## config.mk

```make
export PLATFORM = sky130hd
export DESIGN_NAME = ludiv_mem_arbiter
export DESIGN_NICKNAME = d
export VERILOG_FILES = /design/src/rtl/ludiv_mem_arbiter.sv
export SDC_FILE = /design/constraint.sdc
export NUM_CORES = 1
export LEC_CHECK = 0
export CORE_AREA = 4 4 195 197
export DETAILED_ROUTE_END_ITERATION = 10
export DIE_AREA = 0 0 199 201
export PLACE_DENSITY_LB_ADDON = 0.12
export SLEW_MARGIN = 5
export SYNTH_ARGS = -nofsm -noshare
export SYNTH_HDL_FRONTEND = slang
export SYNTH_SLANG_ARGS = --single-unit
```

## constraint.sdc

```tcl
create_clock -name i_Clock -period 15.7 [get_ports i_Clock]
set_clock_uncertainty 0.05 [all_clocks]
set_input_delay 2.355 -clock i_Clock [delete_from_list [all_inputs] [get_ports i_Clock]]
set_output_delay 2.355 -clock i_Clock [all_outputs]
set_load 0.02 [all_outputs]
```

## src/rtl/ludiv_mem_arbiter.sv

```systemverilog
// ludiv_mem_arbiter: shares one memory port between instruction fetch and load/store.
// Registered IDLE/ISSUE/WAIT/DONE request FSM with a starvation guard and a response timeout.
module ludiv_mem_arbiter #(
  parameter int STARVE_LIMIT = 3,
  parameter int TIMEOUT      = 16
) (
  input  logic        i_Clock,
  input  logic        i_Reset,
  input  logic        i_IReq,
  input  logic [63:0] i_IAddr,
  output logic        o_IAck,
  output logic [31:0] o_IRdata,
  input  logic        i_DReq,
  input  logic        i_DWe,
  input  logic [63:0] i_DAddr,
  input  logic [63:0] i_DWdata,
  input  logic [7:0]  i_DWstrb,
  output logic        o_DAck,
  output logic [63:0] o_DRdata,
  output logic        o_Err,
  output logic        o_MReq,
  output logic        o_MWe,
  output logic [63:0] o_MAddr,
  output logic [63:0] o_MWdata,
  output logic [7:0]  o_MWstrb,
  input  logic        i_MGnt,
  input  logic        i_MRvalid,
  input  logic [63:0] i_MRdata
);

  localparam int SW = $clog2(STARVE_LIMIT + 1);
  localparam int TW = (TIMEOUT > 1) ? $clog2(TIMEOUT) : 1;
  localparam logic [SW-1:0] STARVE_MAX = SW'(STARVE_LIMIT);
  localparam logic [TW-1:0] TMO_LAST = TW'((TIMEOUT > 0) ? TIMEOUT - 1 : 0);
  localparam bit TMO_EN = (TIMEOUT > 0);

  typedef enum logic [1:0] {
    S_IDLE,
    S_ISSUE,
    S_WAIT,
    S_DONE
  } state_t;

  state_t state, state_n;

  logic          own_d, own_d_n;
  logic          hi, hi_n;
  logic [SW-1:0] starve, starve_n;
  logic [TW-1:0] tmo, tmo_n;

  logic        mreq_n, mwe_n;
  logic [63:0] maddr_n, mwdata_n;
  logic [7:0]  mwstrb_n;
  logic        iack_n, dack_n, err_n;
  logic [31:0] irdata_n;
  logic [63:0] drdata_n;

  logic        pick_d;
  logic [63:0] rsp;
  logic        unused_addr;

  // Low address bits never reach the doubleword-aligned memory port.
  assign unused_addr = ^{i_IAddr[1:0], i_DAddr[2:0]};

  // Data wins a tie unless fetch has been passed over too often.
  assign pick_d = i_DReq && (!i_IReq || (starve < STARVE_MAX));

  // A timed-out read completes with zero data.
  assign rsp = i_MRvalid ? i_MRdata : 64'd0;

  // State register.
  always_ff @(posedge i_Clock or posedge i_Reset) begin
    if (i_Reset) begin
      state <= S_IDLE;
    end else begin
      state <= state_n;
    end
  end

  // Next state and next values of every registered output.
  always_comb begin
    state_n  = state;
    own_d_n  = own_d;
    hi_n     = hi;
    starve_n = starve;
    tmo_n    = tmo;
    mreq_n   = 1'b0;
    mwe_n    = o_MWe;
    maddr_n  = o_MAddr;
    mwdata_n = o_MWdata;
    mwstrb_n = o_MWstrb;
    iack_n   = 1'b0;
    dack_n   = 1'b0;
    err_n    = 1'b0;
    irdata_n = o_IRdata;
    drdata_n = o_DRdata;
    unique case (state)
      S_IDLE: begin
        if (i_IReq || i_DReq) begin
          state_n = S_ISSUE;
          mreq_n  = 1'b1;
          tmo_n   = '0;
          if (pick_d) begin
            own_d_n  = 1'b1;
            mwe_n    = i_DWe;
            maddr_n  = {i_DAddr[63:3], 3'b000};
            mwdata_n = i_DWdata;
            mwstrb_n = i_DWe ? i_DWstrb : 8'h00;
            if (i_IReq && (starve < STARVE_MAX)) begin
              starve_n = starve + 1'b1;
            end
          end else begin
            own_d_n  = 1'b0;
            hi_n     = i_IAddr[2];
            mwe_n    = 1'b0;
            maddr_n  = {i_IAddr[63:3], 3'b000};
            mwdata_n = 64'd0;
            mwstrb_n = 8'h00;
            starve_n = '0;
          end
        end
      end
      S_ISSUE: begin
        if (i_MGnt) begin
          if (own_d && o_MWe) begin
            state_n = S_DONE;
            dack_n  = 1'b1;
          end else begin
            state_n = S_WAIT;
          end
        end else begin
          mreq_n = 1'b1;
        end
      end
      S_WAIT: begin
        if (i_MRvalid || (TMO_EN && (tmo == TMO_LAST))) begin
          state_n = S_DONE;
          err_n   = !i_MRvalid;
          if (own_d) begin
            dack_n   = 1'b1;
            drdata_n = rsp;
          end else begin
            iack_n   = 1'b1;
            irdata_n = hi ? rsp[63:32] : rsp[31:0];
          end
        end else begin
          tmo_n = tmo + 1'b1;
        end
      end
      S_DONE: begin
        state_n = S_IDLE;
      end
      default: begin
        state_n = S_IDLE;
      end
    endcase
  end

  // Output, transaction and counter registers.
  always_ff @(posedge i_Clock or posedge i_Reset) begin
    if (i_Reset) begin
      own_d    <= 1'b0;
      hi       <= 1'b0;
      starve   <= '0;
      tmo      <= '0;
      o_MReq   <= 1'b0;
      o_MWe    <= 1'b0;
      o_MAddr  <= 64'd0;
      o_MWdata <= 64'd0;
      o_MWstrb <= 8'h00;
      o_IAck   <= 1'b0;
      o_DAck   <= 1'b0;
      o_Err    <= 1'b0;
      o_IRdata <= 32'd0;
      o_DRdata <= 64'd0;
    end else begin
      own_d    <= own_d_n;
      hi       <= hi_n;
      starve   <= starve_n;
      tmo      <= tmo_n;
      o_MReq   <= mreq_n;
      o_MWe    <= mwe_n;
      o_MAddr  <= maddr_n;
      o_MWdata <= mwdata_n;
      o_MWstrb <= mwstrb_n;
      o_IAck   <= iack_n;
      o_DAck   <= dack_n;
      o_Err    <= err_n;
      o_IRdata <= irdata_n;
      o_DRdata <= drdata_n;
    end
  end

endmodule
```

==> metrics, run 1 <==
endpoint class of the critical path flip-flop; Detail Route Antenna Nets 0; simple-gate share of the synthesized area 10.94%; Pwr Density between 200 and 250 nW/um2; post-CTS sizing 0; Syn Inst Count 865; Inst Count DP 1765; Post-synth EDFFs 0; Power Internal 2.190 mW; core area between 30000 and 40000 um2; reg-to-reg slack, setup about 12000 ps; cts bufs inserted 29; final net count 1604; Post-Place Cell Area about 16000 um2; sequential share of the synthesized area 58.63%; I/O pin count ~510; Die X around 200 um; sequential power share 31.0%; Net Sw Power 1.361 mW; startpoint types input pin; Yosys reg bits 244; wirelength, routed 39.82 mm; DRC Markers 0; share of cells above drive strength 1 7.789%; WP data required roughly 16000 ps; Starting Density 28.72%; largest net degree at the start of global routing 105; status completed; Synth Flop Type dfrtp_1; Setup Buffers After CTS 0; filler-free cell count of the finished design 1820; commonest non-fill, non-tap cell in the layout clkdlybuf4s50_1; Syn Area/Cell roughly 12 um2; adder-cell area share of the yosys netlist 0.6007%; count of cell types in the netlist 43; minimum clock period 4816 ps; final slew viol count 0; CTS tree yes; via count 8867; fmax 0.2076 GHz; Final Power 3.552 mW; Layout area overhead 60.40%; clock root buffer clkbuf_16; Setup WS pre-CTS 10180 ps; hold-fix buffers at CTS 0; combinational group share of total power just under 50%; largest family of logic cells by synthesized area compound AO/OA/AOI/OAI gates; unrepaired setup endpoints after global routing no; Reg clk slew, reported paths 60 ps; Post-Synth XOR/XNOR Area 0%; vias in the first global route 9383; Die Y 201 um; Rows 70; DR vias/cell 4.872; data arrival time of the worst path 5250 ps; crit path kind input pin to flip-flop; worst hold margin 440.3 ps; H-tree levels 1; mux cell area share after synthesis 6.860%; design area 16710 um2; DP HPWL 27.60 mm; leak pwr 7.125 nW; Slew headroom 17.07%; clock power share around 19%; Final Hold Vio Count 0; Post-synth ARST share 100.0%; Port Buffers about 500; setup ws final 10880 ps; global route total overflow 0; CP max FO around 100; setup TNS 0 ps; DRT Pass-1 Iters 5; initial drt markers roughly 460; worst skew pair latency 560 ps; Core Util, Final 46.07%; Clock Tree Buf Depth 3; Die ar. 40000 um2; Worst Max-Slew Pin Slew 1244 ps; Max Cap Viol 0; endpoints failing setup 0; Layout fillers between 3000 and 4000; clock sink count 244; HP Class flip-flop to flip-flop; initial antenna violation count 10; overall fraction of global-route tracks in use between 10% and 20%; first-pass GRT wire length between 50 and 60 mm; Synth Area in Compound Gates 16.60%; Yosys warning total 0; period utilization a little under a third; Cell Area, Synth between 10000 and 15000 um2; worst vdd ir 0.0001036 V; wire per inst between 20 and 25 um; Sw Ratio between 30% and 40%; RD Place Congestion 0.7946; commonest non-fill, non-tap cells in the layout clkdlybuf4s50_1 (498), dfrtp_1 (242), inv_1 (70)
[path summary, 6_finish.rpt]
check,startpoint,cells after the start,to
max,i_DReq,5,o_MWdata[1]
min,o_MWstrb[7],1,o_MWstrb[7]
max reg2reg,state[0],6,o_MWdata[1]
min reg2reg,o_MWstrb[7],1,o_MWstrb[7]
max in group asynchronous,i_Reset,4,o_MAddr[42]
min in group asynchronous,i_Reset,2,o_IRdata[12]
[layout make-up]
class                           count  area (um2)  share of cell area, %
Sequential cell                   244        6108                  36.56
Timing Repair Buffer              510        5075                  30.38
Clock buffer                       46       909.6                  5.445
Clock inverter                      5       65.06                 0.3895
Tap cell                          468       585.6                  3.505
Multi-Input combinational cell    472        3679                  22.02
Antenna cell                        4       10.01                0.05992
Inverter                           71       274.0                  1.640
[routing by layer]
layer	GRT usage, %	vias up	routed length (um)
met1	22.31	4382	15550
met4	5.471	12	1029
li1	-	4071	-
met3	6.143	70	3473
met5	0.8642	-	86
met2	32.35	332	19680
[Yosys cell counts (all sizes together), types with 5 or more instances]
cell	number	area, um2
nor2b	35	219.0
buf	46	256.5
and2	61	381.6
a221o	62	620.6
a32o	8	80.08
mux2	35	394.1
a22o	67	586.8
inv	71	266.5
o21ai	69	349.1
mux2i	32	320.3
dfrtp	244	6106
nand4	64	400.4
clkbuf	34	136.4
ha	5	62.56
[registers in the layout, summed over array words and instances (netlist names)]
name and count:
o_Err 1, own_d 1, hi 1, state 2
o_IAck 1, o_MWe 1, tmo 4, o_MAddr 61
o_DAck 1, o_DRdata 64, o_IRdata 32, starve 2
o_MWstrb 8, o_MReq 1, o_MWdata 64
[worst max-delay path: stages]
cell and delay [ps]:
clkdlybuf4s50_1 600, nand2_1 130, a21oi_4 740, buf_4 970, a22o_1 290
[cell families (layout without fill, tap and decap cells)]
kind of cell / after synthesis / count (layout)
flip-flops: 244 / 244
AO/OA/AOI/OAI: 215 / 215
AND/OR/NAND/NOR: 182 / 182
buffers and inverters: 151 / 632
multiplexers: 67 / 67
adder cells (fa/ha/maj): 5 / 5
other: 1 / 7
[power groups by stage]
stage	sequential [mW]	clock (mW)	combinational (mW)
6_report	1.10	0.684	1.77
5_1_grt	1.14	0.730	1.88
4_1_cts	1.10	0.707	1.80
3_5_place_dp	1.10	0	1.80
3_3_place_gp	1.10	0	1.79
2_1_floorplan	1.45	0	0.566
(Power assumes the default switching activity.)
==> run 2: changes to the inputs <==
--- a/config.mk
+++ b/config.mk
@@ -5,9 +5,9 @@
 export SDC_FILE = /design/constraint.sdc
 export NUM_CORES = 1
 export LEC_CHECK = 0
-export CORE_AREA = 4 4 195 197
+export CORE_AREA = 4 4 196 198
 export DETAILED_ROUTE_END_ITERATION = 10
-export DIE_AREA = 0 0 199 201
+export DIE_AREA = 0 0 200 202
 export PLACE_DENSITY_LB_ADDON = 0.12
 export SLEW_MARGIN = 5
 export SYNTH_ARGS = -nofsm -noshare
==> constraint.sdc (replaced) <==
create_clock -name i_Clock -period 4.7 [get_ports i_Clock]
set_clock_uncertainty 0.05 [all_clocks]
set_input_delay 0.705 -clock i_Clock [delete_from_list [all_inputs] [get_ports i_Clock]]
set_output_delay 0.705 -clock i_Clock [all_outputs]
set_load 0.02 [all_outputs]
==> metrics, run 2 (synthesis results as in run 1) <==
WP data required 5130 ps; DRC Markers 0; reg-to-reg slack, setup 2230 ps; Inst Count DP 1770; Sw Ratio a little under two fifths; Die ar. 40400 um2; wirelength, routed 40.87 mm; final net count 1609; RR Endpoint o_MWstrb[3]; hold-fix buffers at CTS 0; Max Cap Viol 0; largest net degree at the start of global routing 112; Die Y approximately 200 um; H-tree levels 1; endpoint class of the critical path flip-flop; status completed; fmax approximately 0.4 GHz; first-pass GRT wire length 60.30 mm; clock power share slightly below 20%; unrepaired setup endpoints after global routing no; CTS tree yes; core area 36520 um2; Rows 70; DRT Pass-1 Iters 4; Reg clk slew, reported paths 60 ps; Crit path largest cell delay 690 ps; Power Internal 7.375 mW; share of cells above drive strength 1 just over 8%; DP HPWL approximately 28 mm; crit path kind flip-flop to flip-flop; setup TNS 0 ps; commonest non-fill, non-tap cell in the layout clkdlybuf4s50_1; worst skew pair latency 550 ps; commonest non-fill, non-tap cells in the layout clkdlybuf4s50_1 (498), dfrtp_1 (242), inv_1 (70); Pwr Density approximately 700 nW/um2; vias in the first global route 9426; combinational group share of total power 49.4%; Reg2Reg Depth 6; Setup crit start state[0]; Clock Tree Buf Depth 3; Worst Max-Slew Pin Slew 1080 ps; worst flop-to-flop path startpoint state[0]; crit path max-delay cell type a21oi_4; Slew headroom 27.99%; worst vdd ir 0.0003015 V; data arrival time of the worst path 2890 ps; period utilization 52.52%; endpoints failing setup 0; Net Sw Power 4.577 mW; Starting Density 28.52%; Setup Buffers After CTS 0; DR vias/cell 4.838; clock root buffer clkbuf_16; CP cell instances inv_1 > ha_1 > nand2_1 > a21oi_4 > buf_12 > a32o_1; minimum clock period between 2000 and 2500 ps; initial antenna violation count 7; leak pwr slightly above 7 nW; HP Class flip-flop to flip-flop; startpoint types flip-flop; Port Buffers 499; Detail Route Antenna Nets 0; CP max FO 66; Layout area overhead 61.16%; RD Place Congestion 0.7639; Setup WS pre-CTS 1750 ps; sequential power share 31.0%; final slew viol count 0; global route total overflow 0; initial drt markers ~440; filler-free cell count of the finished design 1824; Die X ~200 um; Layout fillers ~3400; cts bufs inserted 29; post-CTS sizing 0; Worst Setup EP o_MWstrb[3]; wire per inst approximately 22 um; I/O pin count a little over 500; setup ws final 2232 ps; Final Hold Vio Count 0; Largest regs o_DRdata x64, o_MWdata x64, o_MAddr x61; clock sink count 244; via count ~9000; overall fraction of global-route tracks in use 19.08%
## run 2: how the worst min path moves through the flow
stage | startpoint | endpoint | slack (ps) | cells after the start
floorplan | starve[1] | starve[1] | 400 | 2
global placement | o_MWstrb[3] | o_MWstrb[3] | 420 | 1
detailed placement | o_MWdata[10] | o_MWdata[10] | 430 | 1
CTS | o_MWstrb[2] | o_MWstrb[2] | 450 | 1
global route | o_MWdata[23] | o_MWdata[23] | 460 | 1
finish | o_MWstrb[0] | o_MWstrb[0] | 440 | 1
## run 2: through the flow
step	power, mW	hold WS [ps]	cell area (um2)	util [%]
3_3_place_gp	9.674	424.5	15790	43.24
4_1_cts	12.13	448.3	16780	45.94
3_5_place_dp	9.708	433.2	15790	43.24
2_1_floorplan	6.730	403.8	10430	-
6_report	11.95	443.8	16780	45.96
5_1_grt	12.62	456.9	16780	45.95
## run 2: power groups by stage
stage	Clock (mW)	Sequential [mW]	Combinational, mW
final	2.34	3.71	5.91
after global routing	2.49	3.85	6.27
after CTS	2.41	3.71	6.00
after detailed placement	0	3.71	6.00
after global placement	0	3.72	5.96
after floorplan	0	4.84	1.89
## run 2: worst max-delay path, delay by kind of cell (launching register included)
kind / cells / cell delay (ps)
AO/OA/AOI/OAI: 2 / 920
adder cells (fa/ha/maj): 1 / 370
buffers and inverters: 2 / 470
flip-flops: 1 / 390
AND/OR/NAND/NOR: 1 / 150
## run 2: per-layer routing
| layer | up-vias | track usage (%) | wire, um |
|---|---|---|---|
| met1 | 4390 | 22.53 | 15650 |
| met4 | 2 | 4.076 | 652 |
| li1 | 4060 | - | - |
| met3 | 39 | 6.751 | 3849 |
| met5 | - | 0 | 7 |
| met2 | 334 | 33.36 | 20710 |
## run 2: area by class of cell
class                           count  area, um2  area share, %
Sequential cell                   244       6108          36.39
Timing Repair Buffer              515       5150          30.68
Multi-Input combinational cell    472       3679          21.92
Clock buffer                       41      850.8          5.069
Tap cell                          468      585.6          3.489
Inverter                           71      270.3          1.610
Clock inverter                     10      133.9         0.7976
Antenna cell                        3      7.507        0.04473
